### config.mk
export PLATFORM = sky130hd
export DESIGN_NAME = sonar_capture_ctrl
export DESIGN_NICKNAME = d
export VERILOG_FILES = /design/src/rtl/sonar_capture_ctrl.sv
export SDC_FILE = /design/constraint.sdc
export NUM_CORES = 1
export LEC_CHECK = 0
export ABC_AREA = 1
export ABC_CLOCK_PERIOD_IN_PS = 2000
export BUFFER_PORTS_ARGS = -buffer_cell sky130_fd_sc_hd__buf_4
export CAP_MARGIN = 40
export CORE_UTILIZATION = 57
export CTS_BUF_LIST = sky130_fd_sc_hd__clkbuf_8 sky130_fd_sc_hd__clkbuf_16
export CTS_CLUSTER_SIZE = 20
export DETAILED_ROUTE_END_ITERATION = 6
export PLACE_DENSITY = 0.81
export SYNTH_ARGS = -nofsm -noshare
export SYNTH_HDL_FRONTEND = slang
export SYNTH_SLANG_ARGS = --single-unit
### constraint.sdc
create_clock -name clk -period 2 [get_ports clk]
set_clock_uncertainty 0.1 [all_clocks]
set_input_delay 0.4 -clock clk [delete_from_list [all_inputs] [get_ports clk]]
set_output_delay 0.4 -clock clk [all_outputs]
set_load 0.005 [all_outputs]
### src/rtl/sonar_capture_ctrl.sv
// Per-frame sonar acquisition sequencer: swaps the RAM bank on each frame start,
// fires a differential ping burst and streams ADC samples into the write bank.
module sonar_capture_ctrl #(
    parameter int CHANNELS    = 8,
    parameter int SAMPLE_W    = 8,
    parameter int ADDR_W      = 11,
    parameter int HALF_PERIOD = 16,
    parameter int PING_CYCLES = 8,
    parameter int BLANK       = 400
) (
    input  logic                         clk,
    input  logic                         nRST,
    input  logic                         frame_start,
    input  logic                         sample_valid,
    input  logic [CHANNELS*SAMPLE_W-1:0] sample_data,
    input  logic [SAMPLE_W-1:0]          threshold,
    input  logic                         ping_en,
    output logic                         wr_en,
    output logic [ADDR_W:0]              wr_addr,
    output logic [CHANNELS*SAMPLE_W-1:0] wr_data,
    output logic                         rd_bank,
    output logic                         pulse_p,
    output logic                         pulse_n,
    output logic [CHANNELS-1:0]          trig_valid,
    output logic [CHANNELS*ADDR_W-1:0]   trig_addr,
    output logic                         busy
);

    localparam logic [ADDR_W-1:0] ADDR_LAST   = '1;
    localparam logic [ADDR_W-1:0] BLANK_ADDR  = ADDR_W'(BLANK);
    localparam logic [7:0]        PHASE_LAST  = 8'(HALF_PERIOD - 1);
    localparam logic [8:0]        PING_HALVES = 9'(2 * PING_CYCLES);

    typedef enum logic [1:0] {IDLE, PING, LISTEN} state_t;

    state_t             state;
    logic [ADDR_W-1:0]  addr;
    logic               wr_bank;
    logic [7:0]         phase;
    logic [8:0]         half;
    logic               pol;
    logic               accept;

    // A sample coinciding with frame_start belongs to the abandoned frame.
    assign accept = sample_valid && !frame_start && (state != IDLE);

    always_ff @(posedge clk or negedge nRST) begin
        if (!nRST) begin
            state   <= IDLE;
            addr    <= '0;
            wr_bank <= 1'b0;
            rd_bank <= 1'b1;
            wr_en   <= 1'b0;
            wr_addr <= '0;
            wr_data <= '0;
            pulse_p <= 1'b0;
            pulse_n <= 1'b0;
            busy    <= 1'b0;
            phase   <= '0;
            half    <= '0;
            pol     <= 1'b0;
        end else begin
            wr_en <= 1'b0;
            if (frame_start) begin
                wr_bank <= ~wr_bank;
                rd_bank <= wr_bank;
                addr    <= '0;
                phase   <= '0;
                half    <= '0;
                pol     <= 1'b0;
                pulse_p <= 1'b0;
                pulse_n <= 1'b0;
                busy    <= 1'b1;
                state   <= PING;
            end else begin
                if (state == PING && !ping_en) begin
                    pulse_p <= 1'b0;
                    pulse_n <= 1'b0;
                end
                if (accept) begin
                    wr_en   <= 1'b1;
                    wr_addr <= {wr_bank, addr};
                    wr_data <= sample_data;
                    addr    <= addr + 1'b1;
                    if (state == PING) begin
                        if (phase == '0 && half == PING_HALVES) begin
                            pulse_p <= 1'b0;
                            pulse_n <= 1'b0;
                            state   <= LISTEN;
                        end else begin
                            // pol keeps burst timing even while the legs are gated off
                            if (phase == '0) begin
                                pol     <= ~pol;
                                pulse_n <= ping_en & ~pol;
                                pulse_p <= ping_en & pol;
                            end
                            if (phase == PHASE_LAST) begin
                                phase <= '0;
                                half  <= half + 1'b1;
                            end else begin
                                phase <= phase + 1'b1;
                            end
                        end
                    end
                    if (addr == ADDR_LAST) begin
                        state   <= IDLE;
                        busy    <= 1'b0;
                        pulse_p <= 1'b0;
                        pulse_n <= 1'b0;
                    end
                end
            end
        end
    end

    genvar gi;
    generate
        for (gi = 0; gi < CHANNELS; gi++) begin : g_echo
            logic [SAMPLE_W-1:0] prev_reg;
            logic                trig_valid_reg;
            logic [ADDR_W-1:0]   trig_addr_reg;
            logic [SAMPLE_W-1:0] cur;

            assign cur = sample_data[gi*SAMPLE_W +: SAMPLE_W];

            always_ff @(posedge clk or negedge nRST) begin
                if (!nRST) begin
                    prev_reg       <= '0;
                    trig_valid_reg <= 1'b0;
                    trig_addr_reg  <= '0;
                end else if (frame_start) begin
                    prev_reg       <= '0;
                    trig_valid_reg <= 1'b0;
                end else if (accept) begin
                    prev_reg <= cur;
                    if (addr >= BLANK_ADDR && prev_reg < threshold &&
                        cur >= threshold && !trig_valid_reg) begin
                        trig_valid_reg <= 1'b1;
                        trig_addr_reg  <= addr;
                    end
                end
            end

            assign trig_valid[gi]                  = trig_valid_reg;
            assign trig_addr[gi*ADDR_W +: ADDR_W]  = trig_addr_reg;
        end
    endgenerate

endmodule
---- Yosys cells after proc, flatten, opt, wreduce, memory -nomap -nowiden ----
Index checks and enable logic that the tools add are counted.
W data, S select, Z words.
cells by class
  divide/modulo/power cells ............... 0
  shifts and indexed selects .............. 0
  muxes and demuxes ....................... 81
  reductions and logical operators ........ 77
  eq/ne operators ......................... 5
  $add $sub $neg .......................... 3
  bitwise gates (word level) .............. 5
  order comparisons ....................... 17
  $mul .................................... 0
operators by type and width
  cell                     count
  $mux W8                  21
  $ge A8 B8 Y1             8
  $lt A8 B8 Y1             8
  $mux W1                  48
  $mux W9                  5
  $reduce_and A3 Y1        10
  $logic_and A1 B1 Y1      28
  $reduce_bool A2 Y1       14
  $mux W11                 2
  $reduce_and A2 Y1        10
  $add A11 B1 Y11 const B  1
  $eq A11 B11 Y1 const B   1
  $ge A11 B9 Y1 const B    1
  $logic_not A1 Y1         10
  $mux W2                  5
  $add A9 B1 Y9 const B    1
  $eq A9 B5 Y1 const B     1
  $add A8 B1 Y8 const B    1
  $eq A8 B4 Y1 const B     1
  $logic_not A8 Y1         1
  $reduce_and A4 Y1        2
  $reduce_bool A3 Y1       2
  $not A1 Y1               3
  $and A1 B1 Y1            2
  other kinds (2)          2
word-level totals
  register bits ........................... 273
  RAM bits ................................ 0
  memory bits (read-only) ................. 0
  memories kept ........................... 0
  latch bits .............................. 0
  output and inout bits ................... 177

---- Logic depth before layout (Yosys ltp) ----
  depth in word-level cells ............... 9
  gate-level depth with buffers ........... 13
  depth with buffers taken out ............ 12

---- Worst setup path after synthesis ----
No wires, ideal clock.
  path kind ............................... input -> register
  from .................................... in threshold[7]
  to ...................................... reg g_echo[2].trig_addr_reg[5]
  setup slack ............................. -13 ps
  arrival ................................. 1796 ps
  required time ........................... 1783 ps
  library setup time ...................... 117 ps
  cell stages on the path ................. 11
  cells stage by stage .................... inv_1 -> ha_1 -> nand2_1 -> nand3b_1 -> nor2_1 -> nand2_4 -> nor2_4 -> nand3_2 -> buf_6 -> nand2_1 -> nand2_1
on the way
  longest elaborated chain between the ends .. 5
  elaborated cells on any way between the ends .. 6
  classes of those cells .................. 2 x order compare; 4 x reduce/logical
RTL lines
  element                        RTL line  RTL
  start, declared                16        input logic [SAMPLE_W-1:0] threshold,
  $lt A8 B8 Y1                   136       if (addr >= BLANK_ADDR && prev_reg < threshold &&
  $logic_and A1 B1 Y1            136
  $logic_and A1 B1 Y1 *          136
  $logic_and A1 B1 Y1 *          137       cur >= threshold && !trig_valid_reg) begin
  $reduce_and A3 Y1 (no line) *  --
  end signal, assigned           139       trig_addr_reg <= addr;
  end, declared                  121       logic [ADDR_W-1:0] trig_addr_reg;
Mark *: on every way between the ends. The rest lies on a longest branch, timed or not.
A chain may end at the register's enable or synchronous reset.

---- Final worst setup path ----
  from .................................... in sample_data[56]
  to ...................................... reg g_echo[7].trig_addr_reg[7]
on the way
  longest elaborated chain between the ends .. 4
RTL lines
  element                      RTL line  RTL
  start, declared              15        input logic [CHANNELS*SAMPLE_W-1:0] sample_data,
  $ge A8 B8 Y1                 137
  $logic_and A1 B1 Y1          136
  $logic_and A1 B1 Y1          137
  $reduce_and A3 Y1 (no line)  --
  end signal, assigned         139
  end, declared                121
Every way passes these cells.

==> qor.yml <==
largest_reg_flops: 88
num_vias: 12820
hold_viol: 0
final_layout_size_suffix_gt1_share_pct: 20.06
slowest_stage: "dlygate4sd3_1"
synthesis.instances: 1720
fmax_mhz: 523.2
max_stage_delay_ns: 0.52
reg2reg_depth: 9
ys_ff_latch: 273
final_cell_area_mm2: 0.01811
relSlewSlack_pct: 70.15
p_sw_mw: 3.703
peakVddDrop_v: 0.0006554
clkTransAtPathRegs_ns: 0.06
cp_max_fo: 11
pwr-share-comb_pct: 15.9
cp-end-kind: "flip-flop"
coreArea_mm2: 0.02446
grt_setup_unrepaired: "false"
grt_pass1_wl_mm: 64.20
place_area_mm2: 0.01683
worstMarginPinSlew_ns: 0.4444
start_kind: "primary input"
pwr-share-clk_pct: 40.5
grt_max_degree: 64
synth_compound_area_share_pct: 5.182
p_leak_nw: 10.12
synth_xor_area_share_pct: 0.4282
worstPathRequired_ns: 2.35
grtUsageTotal_pct: 31.19
yosys.cell_types.count: 33
wl_mm: 39.84
p_per_area_mw_per_mm2: 778.1
finalSetupTns_ns: 0
yosysSeqAreaShare_pct: 47.72
antennaDiodeCount: 0
avgViaCountPerCell: 5.462
async_flop_share_pct: 100.0
cts_buffers: 29
grt_pass1_vias: 12810
min_period_ns: 1.911
synthMostInstantiatedCell: "nand2_1"
drtIter0Drc: 1023
rows: 57
status: "complete, no violations"
crit_path_cell_trace: "dlygate4sd3_1, buf_4, inv_1, ha_1, nand2_1, nand3_1, nand2_1, nand2_1, nand2_1, nand2_1, buf_4, nand4_1, nand2_1"
synth_mux_area_share_pct: 0
p_total_mw: 14.09
switching_share_pct: 26.27
pwr-share-seq_pct: 43.6
die_height_um: 160.5
setup_viol: 0
timing.final.ws_setup_ns: 0.08859
synthAdderAreaFrac_pct: 11.01
wl_per_cell_um: 16.97
synth-main-ff-cell: "dfrtp_1"
synth_top_cell_area_share_pct: 47.54
internal_power_mw: 10.39
synth_nets: 1923
post_cts_buffers: 0
period_share_pct: 95.57
route.antenna.remaining_nets: 0
synth_edf_count: 0
clock_sinks: 273
synth_commonest_cells: "652 x nand2_1, 272 x dfrtp_1, 160 x inv_1"
cts_root_buf: "clkbuf_16"
hpwl_mm: 28.06
drc: 0
hold_ws_ns: 0.002049
syn_area_per_cell_um2: 8.324
synth_top_cells_by_area: "dfrtp_1 48%, nand2_1 17%, ha_1 11%"
die_area_mm2: 0.02576
crit_path_frequent_cell: "nand2_1"
synth_top_family_by_area: "simple AND/OR/NAND/NOR gates"
pre_cts_slack_ns: -0.2275
place.port_buffers: 253
yosys.area_share.simple_pct: 27.87
worst_skew_pair.late_latency_ns: 0.56
htree_num_levels: 1
whs_path_depth: 3
die_w_um: 160.5
cts_buffer_depth: 3
cts_tree: "built"
gp_congestion: 0.8883
yosysWarnings: 0
initial_utilization_pct: 58.53
nets: 2204
antenna_found_initial: 0
synthToLayoutAreaGrowth_pct: 26.50
hold_path_class: "in -> reg"
dr.pass1.iters: 7
critPathKind: "in -> reg"
synthesis.area_mm2: 0.01432
pin_count: 254
crit_arrival_ns: 2.26
maxCapViolCount: 0
yosysTopAreaCell: "dfrtp_1"
drv_slew: 0
grt-ovfl-total: 0
[final timing paths]
check                                      start                          to  slack (ns)
min                              sample_data[45]       g_echo[5].prev_reg[5]       0.002
min reg2reg                              rd_bank                     rd_bank        0.37
max                              sample_data[56]  g_echo[7].trig_addr_reg[7]        0.09
min in group asynchronous                   nRST                 wr_data[18]        0.25
max in group asynchronous                   nRST                     rd_bank        0.89
max reg2reg                g_echo[2].prev_reg[7]  g_echo[2].trig_addr_reg[7]        0.14
[worst max-delay path: cells and delay by family]
kind,cells,cell delay (ns)
buffers and inverters,4,0.87
AND/OR/NAND/NOR,8,0.70
adder cells (fa/ha/maj),1,0.28
[layer usage]
| metal | wire length (um) | GRT usage [%] | vias up |
|---|---|---|---|
| met5 | 0 | 0 | - |
| li1 | - | - | 6121 |
| met4 | 1877 | 15.11 | 0 |
| met1 | 16190 | 40.12 | 6111 |
| met2 | 19430 | 52.52 | 472 |
| met3 | 2344 | 3.745 | 120 |
[power by group through the flow]
stage	combinational, mW	clock, mW	sequential [mW]
finish	2.24	5.71	6.15
global placement	2.08	0	6.22
floorplan	1.03	0	6.22
CTS	2.23	5.75	6.15
detailed placement	2.17	0	6.24
global route	2.50	5.98	6.19
[metrics by stage]
step / std cells / util, %
5_1_grt: 2348 / 74.04
3_3_place_gp: 2273 / 68.80
2_1_floorplan: 1720 / -
6_report: 2348 / 74.04
3_5_place_dp: 2273 / 68.80
4_1_cts: 2348 / 73.83
[layout make-up]
class,instances,area (um2)
fillers,1790,6351
multi-input cells,1195,6420
clock buffers,35,808.3
inverters,165,629.4
repair buffers,337,2803
clock inverters,19,212.7
flip-flops and latches,273,6833
well taps,324,405.4
[cells by family (layout without fill, tap and decap cells)]
kind of cell / Yosys count / count (layout)
buf+inv: 252 / 556
simple gates: 920 / 920
fa+ha+maj: 126 / 126
compound gates: 142 / 142
xor+xnor: 7 / 7
flops: 273 / 273
[cell usage in the layout (no fill, tap or decap), types with 2 or more instances in the layout]
master | netlist | routed
a21oi_1 | 28 | 28
buf_12 | 0 | 17
buf_4 | 21 | 298
bufinv_16 | 0 | 5
clkbuf_16 | 0 | 29
clkbuf_8 | 0 | 6
clkinv_2 | 0 | 4
clkinvlp_4 | 0 | 2
dfrtp_1 | 272 | 272
dlygate4sd3_1 | 0 | 21
ha_1 | 126 | 126
inv_1 | 160 | 166
inv_2 | 5 | 5
nand2_1 | 652 | 650
nand2_2 | 10 | 12
nand2_4 | 2 | 2
nand3_1 | 38 | 38
nand3_2 | 8 | 3
nand3_4 | 0 | 5
nand3b_1 | 8 | 8
nand4_1 | 108 | 108
nor2_1 | 69 | 68
nor2_2 | 2 | 2
nor2_4 | 9 | 10
nor3_1 | 12 | 12
o21a_1 | 8 | 8
o21ai_0 | 94 | 94
o21ai_1 | 6 | 6
o22ai_1 | 3 | 3
xor2_1 | 7 | 7
[what timing repair did]
action,in CTS,in global routing
hold endpoints to repair,70,0
resized for setup,0,9
endpoints found under the setup margin,0,53
hold buffers,21,0
Power figures use the tool's default switching activity.
